$ cat src/rtl/bpsk_phase_sequencer.sv
// rtl/bpsk_phase_sequencer.sv - BPSK carrier phase sequencer driving a sine table phase input
// Optional differential encoding is enabled by defining BPSK_DIFF_EN.
module bpsk_phase_sequencer #(
  parameter int DATA_WIDTH         = 16,
  parameter int SINE_RESOLUTION    = 256,
  parameter int SAMPLES_PER_SYMBOL = 4
) (
  input  logic                  clk,
  input  logic                  rst,
  input  logic                  bit_valid,
  input  logic                  bit_data,
  output logic                  bit_ready,
  input  logic [DATA_WIDTH-1:0] phase_step,
  output logic [DATA_WIDTH-1:0] phase,
  output logic                  phase_valid,
  output logic                  symbol_start,
  output logic                  underrun,
  output logic                  busy
);
  localparam int CW = (SAMPLES_PER_SYMBOL > 1) ? $clog2(SAMPLES_PER_SYMBOL) : 1;
  localparam logic [DATA_WIDTH:0] PERIOD = (DATA_WIDTH+1)'(2 * SINE_RESOLUTION);
  localparam logic [DATA_WIDTH:0] HALF   = (DATA_WIDTH+1)'(SINE_RESOLUTION);
  localparam logic [CW-1:0]       LAST   = CW'(SAMPLES_PER_SYMBOL - 1);

  typedef enum logic {IDLE = 1'b0, RUN = 1'b1} state_t;

  state_t                state;
  logic [DATA_WIDTH-1:0] acc;
  logic [DATA_WIDTH-1:0] step;
  logic [CW-1:0]         sample_cnt;
  logic                  inv;
  logic                  armed;
  logic                  accept;
  logic                  inv_new;
  logic [DATA_WIDTH:0]   acc_sum;
  logic [DATA_WIDTH:0]   ofs_sum;
  logic [DATA_WIDTH-1:0] acc_next;
  logic [DATA_WIDTH-1:0] phase_next;
  logic [DATA_WIDTH-1:0] step_clamped;

  // armed keeps bit_ready low while reset is held and for the cycle it is released in
  assign bit_ready = armed & ((state == IDLE) | (sample_cnt == LAST));
  assign accept    = bit_valid & bit_ready;
  assign busy      = (state == RUN);

  always_comb begin
    acc_sum      = {1'b0, acc} + {1'b0, step};
    acc_next     = DATA_WIDTH'((acc_sum >= PERIOD) ? acc_sum - PERIOD : acc_sum);
    ofs_sum      = {1'b0, acc} + (inv ? HALF : '0);
    phase_next   = DATA_WIDTH'((ofs_sum >= PERIOD) ? ofs_sum - PERIOD : ofs_sum);
    step_clamped = ({1'b0, phase_step} >= PERIOD) ? PERIOD[DATA_WIDTH-1:0] - 1'b1 : phase_step;
  end

`ifdef BPSK_DIFF_EN
  logic inv_prev;

  assign inv_new = inv_prev ^ bit_data;

  always_ff @(posedge clk or posedge rst) begin
    if (rst) begin
      inv_prev <= 1'b0;
    end else if (accept) begin
      inv_prev <= inv_new;
    end
  end
`else
  assign inv_new = bit_data;
`endif

  always_ff @(posedge clk or posedge rst) begin
    if (rst) begin
      state        <= IDLE;
      acc          <= '0;
      step         <= '0;
      sample_cnt   <= '0;
      inv          <= 1'b0;
      armed        <= 1'b0;
      phase        <= '0;
      phase_valid  <= 1'b0;
      symbol_start <= 1'b0;
      underrun     <= 1'b0;
    end else begin
      armed        <= 1'b1;
      phase        <= '0;
      phase_valid  <= 1'b0;
      symbol_start <= 1'b0;
      // last sample still on the output while the FSM already sits in IDLE
      underrun     <= (state == IDLE) & phase_valid;
      if (accept) begin
        step <= step_clamped;
        inv  <= inv_new;
      end
      case (state)
        IDLE: begin
          if (accept) begin
            acc        <= '0;
            sample_cnt <= '0;
            state      <= RUN;
          end
        end
        RUN: begin
          phase        <= phase_next;
          phase_valid  <= 1'b1;
          symbol_start <= (sample_cnt == '0);
          acc          <= acc_next;
          if (sample_cnt == LAST) begin
            sample_cnt <= '0;
            if (!accept) begin
              state <= IDLE;
            end
          end else begin
            sample_cnt <= sample_cnt + 1'b1;
          end
        end
        default: state <= IDLE;
      endcase
    end
  end

endmodule
$ cat config.mk
export PLATFORM = sky130hd
export DESIGN_NAME = bpsk_phase_sequencer
export DESIGN_NICKNAME = d
export VERILOG_FILES = /design/src/rtl/bpsk_phase_sequencer.sv
export SDC_FILE = /design/constraint.sdc
export NUM_CORES = 1
export LEC_CHECK = 0
export ABC_AREA = 1
export CAP_MARGIN = 20
export CORE_UTILIZATION = 60
export DETAILED_ROUTE_END_ITERATION = 7
export DONT_BUFFER_PORTS = 1
export GPL_TIMING_DRIVEN = 0
export PLACE_DENSITY = 0.74
export SLEW_MARGIN = 10
export SYNTH_ARGS = -nofsm -noshare
export SYNTH_HDL_FRONTEND = slang
export SYNTH_SLANG_ARGS = --single-unit
$ cat constraint.sdc
create_clock -name clk -period 3.3 [get_ports clk]
set_clock_uncertainty 0.05 [all_clocks]
set_input_delay 0.825 -clock clk [delete_from_list [all_inputs] [get_ports clk]]
set_output_delay 0.825 -clock clk [all_outputs]
set_load 0.03 [all_outputs]
==> run_results.csv <==
group,metric,value,unit
synth,synth_top_area_cell,"sky130_fd_sc_hd__dfrtp_1",
job,cap_violations,0,
synth,number_of_enable_flip_flop_cells_after_synthesis,0,
sta,setup_repair_after_global_routing_missed_its_margin,"false",
critical_path,worst_ep_required_time,3.46,ns
critical_path,kind_of_launch_point_of_the_worst_setup_path,"register",
grt,vias_in_the_first_global_route,2822,
placed_design,count_of_input_and_output_buffers,0,
sta,final_number_of_hold_violating_endpoints,0,
clock_tree,cts_buffer_depth,2,
clock_tree,clock-sinks,56,
critical_path,r2r_setup_slack,0.76,ns
clock_tree,cts_hold_buf,0,
clock_tree,clk_pin_slew_worst_paths,0.11,ns
sta,max_freq,394,MHz
floorplan,die_area,6520,sq um
floorplan,initial_utilization,62.5,%
grt,grt_start_max_net_pins,34,
synth,synth.ff_latch_count,56,
layout,final_cell_area,3930,sq um
sta,setup_total_negative_slack,0,ns
grt,overflow,0,
pwr,worst_ir_drop_vdd,533,uV
synth,syn_nets,519,
sta,timing.hold.ws,0.364,ns
layout,most_used_cells_in_the_layout_excluding_fill_and_tap_cells,"sky130_fd_sc_hd__nand2_1 (149), sky130_fd_sc_hd__inv_1 (69), sky130_fd_sc_hd__dfrtp_1 (56)",
layout,fin_nets,527,
clock_tree,clock_tree_from_tritoncts,"built",
layout,mostFrequentLayoutCell,"sky130_fd_sc_hd__nand2_1",
critical_path,critPathBufInv,0,
floorplan,die_width,80.8,um
synth,synth_cell_type_count,42,
layout,antenna_cells,0,
pwr,total_power,4.39,mW
critical_path,crit_start,"acc[0]",
detailed_routing,vias,2917,
critical_path,timing.critical_path.to,"acc[13]",
critical_path,worstPathCellList,"ha_1 -> fa_1 -> nand3_1 -> nand3_2 -> nand2_1 -> nand2_1 -> nand2_1 -> nand2_1 -> nand2_1 -> nand2_1 -> nor2_1 -> nand2_1 -> nand3_1 -> nand2_1 -> nand2_1 -> nand2_1",
critical_path,worstSetupEndpointType,"register",
floorplan,num_rows,28,
detailed_routing,detail-route-antenna-nets,0,
layout,drive_gt1_share,15.4,%
layout,area_delta_synth_final,5.65,%
critical_path,crit_path_max_fanout,4,
detailed_routing,drt-total-wl,7500,um
critical_path,reg2reg_to,"acc[13]",
synth,synth_async_sr_flop_share,100,%
pwr,power_density,1120,nW/um^2
critical_path,cp_slowest_cell,"sky130_fd_sc_hd__fa_1",
clock_tree,cts_post_setup_buffers_inserted,0,
synth,mean_post_synth_cell_area,7.80,sq um
detailed_routing,drt-vias-per-instance,5.20,
critical_path,crit_type,"reg -> reg",
detailed_routing,wl_per_cell,13.4,um
hold_path,hold_path_class,"in -> async",
status,outcome,"completed",
layout,multi_input_area,1980,sq um
clock_tree,numCtsBuffers,5,
synth,postSynthCellCount,477,
layout,register_area,1400,sq um
clock_tree,cts_repair_resize_count,0,
grt,antenna_found_initial,0,
critical_path,timing.critical_path.max_delay_family,"simple AND/OR/NAND/NOR gates",
synth,synthesis.yosys.warnings,0,
synth,synth_area,3720,sq um
sta,fin_crit,2.54,ns
sta,final.period_utilization,76.9,%
critical_path,worstSetupPathDepth,16,
critical_path,critical_path.reg2reg.startpoint,"acc[0]",
detailed_routing,initialDrtViolationCount,198,
critical_path,cp.arrival,2.70,ns
critical_path,r2r_cells,16,
sta,setup_viol,0,
critical_path,cpPeakStageDelay,0.46,ns
placed_design,routabilityCongestion,0.923,
detailed_routing,drc,0,
layout,nFillCells,514,
critical_path,cpMostUsedCell,"sky130_fd_sc_hd__nand2_1",
synth,synthDominantCellAreaShare,37.6,%
clock_tree,htree_num_levels,2,
synth,synth_sequential_area_ratio,37.6,%
pwr,power_leakage,2.21,nW
clock_tree,clk-insertion-delay-late,0.32,ns
floorplan,die_y,80.8,um
clock_tree,clock-root-buffer,"sky130_fd_sc_hd__clkbuf_8",
layout,utilization,66.0,%
sta,timing.max_slew.rel_slack,59.9,%
floorplan,core_region_area,5960,sq um
placed_design,dpl_cell_area,3840,sq um
sta,timing_worst_slew_pin_value,0.602,ns
sta,drv_slew,0,
synth,dominantRegCellSynth,"sky130_fd_sc_hd__dfrtp_1",
detailed_routing,drtPass1Iterations,4,
grt,grt_util_all_layers,26.2,%
synth,netlist_top_cells_area,"sky130_fd_sc_hd__dfrtp_1 (38%), sky130_fd_sc_hd__nand2_1 (15%), sky130_fd_sc_hd__ha_1 (7.1%)",
placed_design,detailed_place_hpwl,6020,um
grt,grt_pass1_wl,13000,um
floorplan,io-pin-count,41,
[layout make-up]
class                           instances  area share [%]
Buffer                                  8            1.02
Clock buffer                            5            1.75
Clock inverter                          3           0.700
Inverter                               80            7.64
Multi-Input combinational cell        333            50.4
Sequential cell                        56            35.6
Tap cell                               75            2.39
Timing Repair Buffer                    1           0.509
[cell usage after synthesis (2+ instances only)]
| cell | instances |
|---|---|
| sky130_fd_sc_hd__xor2_2 | 3 |
| sky130_fd_sc_hd__nor2_1 | 25 |
| sky130_fd_sc_hd__nand3_2 | 14 |
| sky130_fd_sc_hd__dfrtp_1 | 56 |
| sky130_fd_sc_hd__o21ai_0 | 17 |
| sky130_fd_sc_hd__nand4_1 | 6 |
| sky130_fd_sc_hd__clkbuf_1 | 4 |
| sky130_fd_sc_hd__nand2_4 | 3 |
| sky130_fd_sc_hd__nor3_2 | 2 |
| sky130_fd_sc_hd__nand2_2 | 14 |
| sky130_fd_sc_hd__nor2_4 | 5 |
| sky130_fd_sc_hd__nor4_1 | 3 |
| sky130_fd_sc_hd__ha_1 | 21 |
| sky130_fd_sc_hd__a22o_1 | 6 |
| sky130_fd_sc_hd__xor2_1 | 9 |
| sky130_fd_sc_hd__xnor2_1 | 4 |
| sky130_fd_sc_hd__nand3_1 | 16 |
| sky130_fd_sc_hd__nor3_1 | 4 |
| sky130_fd_sc_hd__and2_1 | 3 |
| sky130_fd_sc_hd__inv_1 | 70 |
| sky130_fd_sc_hd__nor2_2 | 4 |
| sky130_fd_sc_hd__buf_2 | 2 |
| sky130_fd_sc_hd__nand2_1 | 149 |
| sky130_fd_sc_hd__inv_2 | 8 |
| sky130_fd_sc_hd__a21oi_1 | 11 |
| sky130_fd_sc_hd__clkinv_1 | 2 |
[cell families (layout without fill, tap and decap cells)]
family	after synthesis	in the layout	share of synthesized area (%)
AOI/OAI and AO/OA	39	39	6.39
and+or+nand+nor	253	253	34.0
adders and majority gates	22	22	7.60
buffers and inverters	88	97	9.14
xor gates and xnor gates	17	17	4.81
DFF	56	56	37.6
other	1	1	0.101
muxes	1	1	0.302
[where the power goes]
part	total, mW	switching [mW]	internal (mW)
sequential	1.42	0.452	0.967
combinational	2.57	1.61	0.959
clock	0.406	0.250	0.157
[metrics by stage]
stage                     std cells  worst slack (ns)
after floorplan                 477              1.05
after global placement          552             0.583
after detailed placement        553             0.808
after CTS                       561             0.777
after global routing            561             0.489
final                           561             0.761
[registers in the layout, summed over array words and instances, names as in the netlist, 2 cells and up]
register    count
acc            16
phase          16
step           16
sample_cnt      2
[worst register-to-register path, cell delays in order, from the launching register on]
cell                      delay [ns]
sky130_fd_sc_hd__dfrtp_1        0.43
sky130_fd_sc_hd__ha_1           0.27
sky130_fd_sc_hd__fa_1           0.46
sky130_fd_sc_hd__nand3_1        0.13
sky130_fd_sc_hd__nand3_2        0.13
sky130_fd_sc_hd__nand2_1        0.10
sky130_fd_sc_hd__nand2_1        0.08
sky130_fd_sc_hd__nand2_1        0.10
sky130_fd_sc_hd__nand2_1        0.06
sky130_fd_sc_hd__nand2_1        0.06
sky130_fd_sc_hd__nand2_1        0.08
sky130_fd_sc_hd__nor2_1         0.15
sky130_fd_sc_hd__nand2_1        0.08
sky130_fd_sc_hd__nand3_1        0.09
sky130_fd_sc_hd__nand2_1        0.06
sky130_fd_sc_hd__nand2_1        0.05
sky130_fd_sc_hd__nand2_1        0.05
[worst min-delay path by stage]
stage / startpoint / end / slack, ns / cells past startpoint
after floorplan: step[10] / step[10] / 0.39 / 2
after global placement: step[15] / step[15] / 0.40 / 2
after detailed placement: step[15] / step[15] / 0.41 / 2
after CTS: rst / phase[6] / 0.37 / 1
after global routing: rst / phase[6] / 0.40 / 1
final: rst / phase[6] / 0.36 / 1
[routing by layer]
metal	vias up	share of wire [%]	track usage, %	wire length, um
met5	-	0	0	0
met4	0	0.91	6.96	68
met3	6	3.5	2.70	265
met2	47	49	44.2	3640
met1	1370	47	35.8	3520
li1	1494	-	-	-
Power figures use the tool's default switching activity.
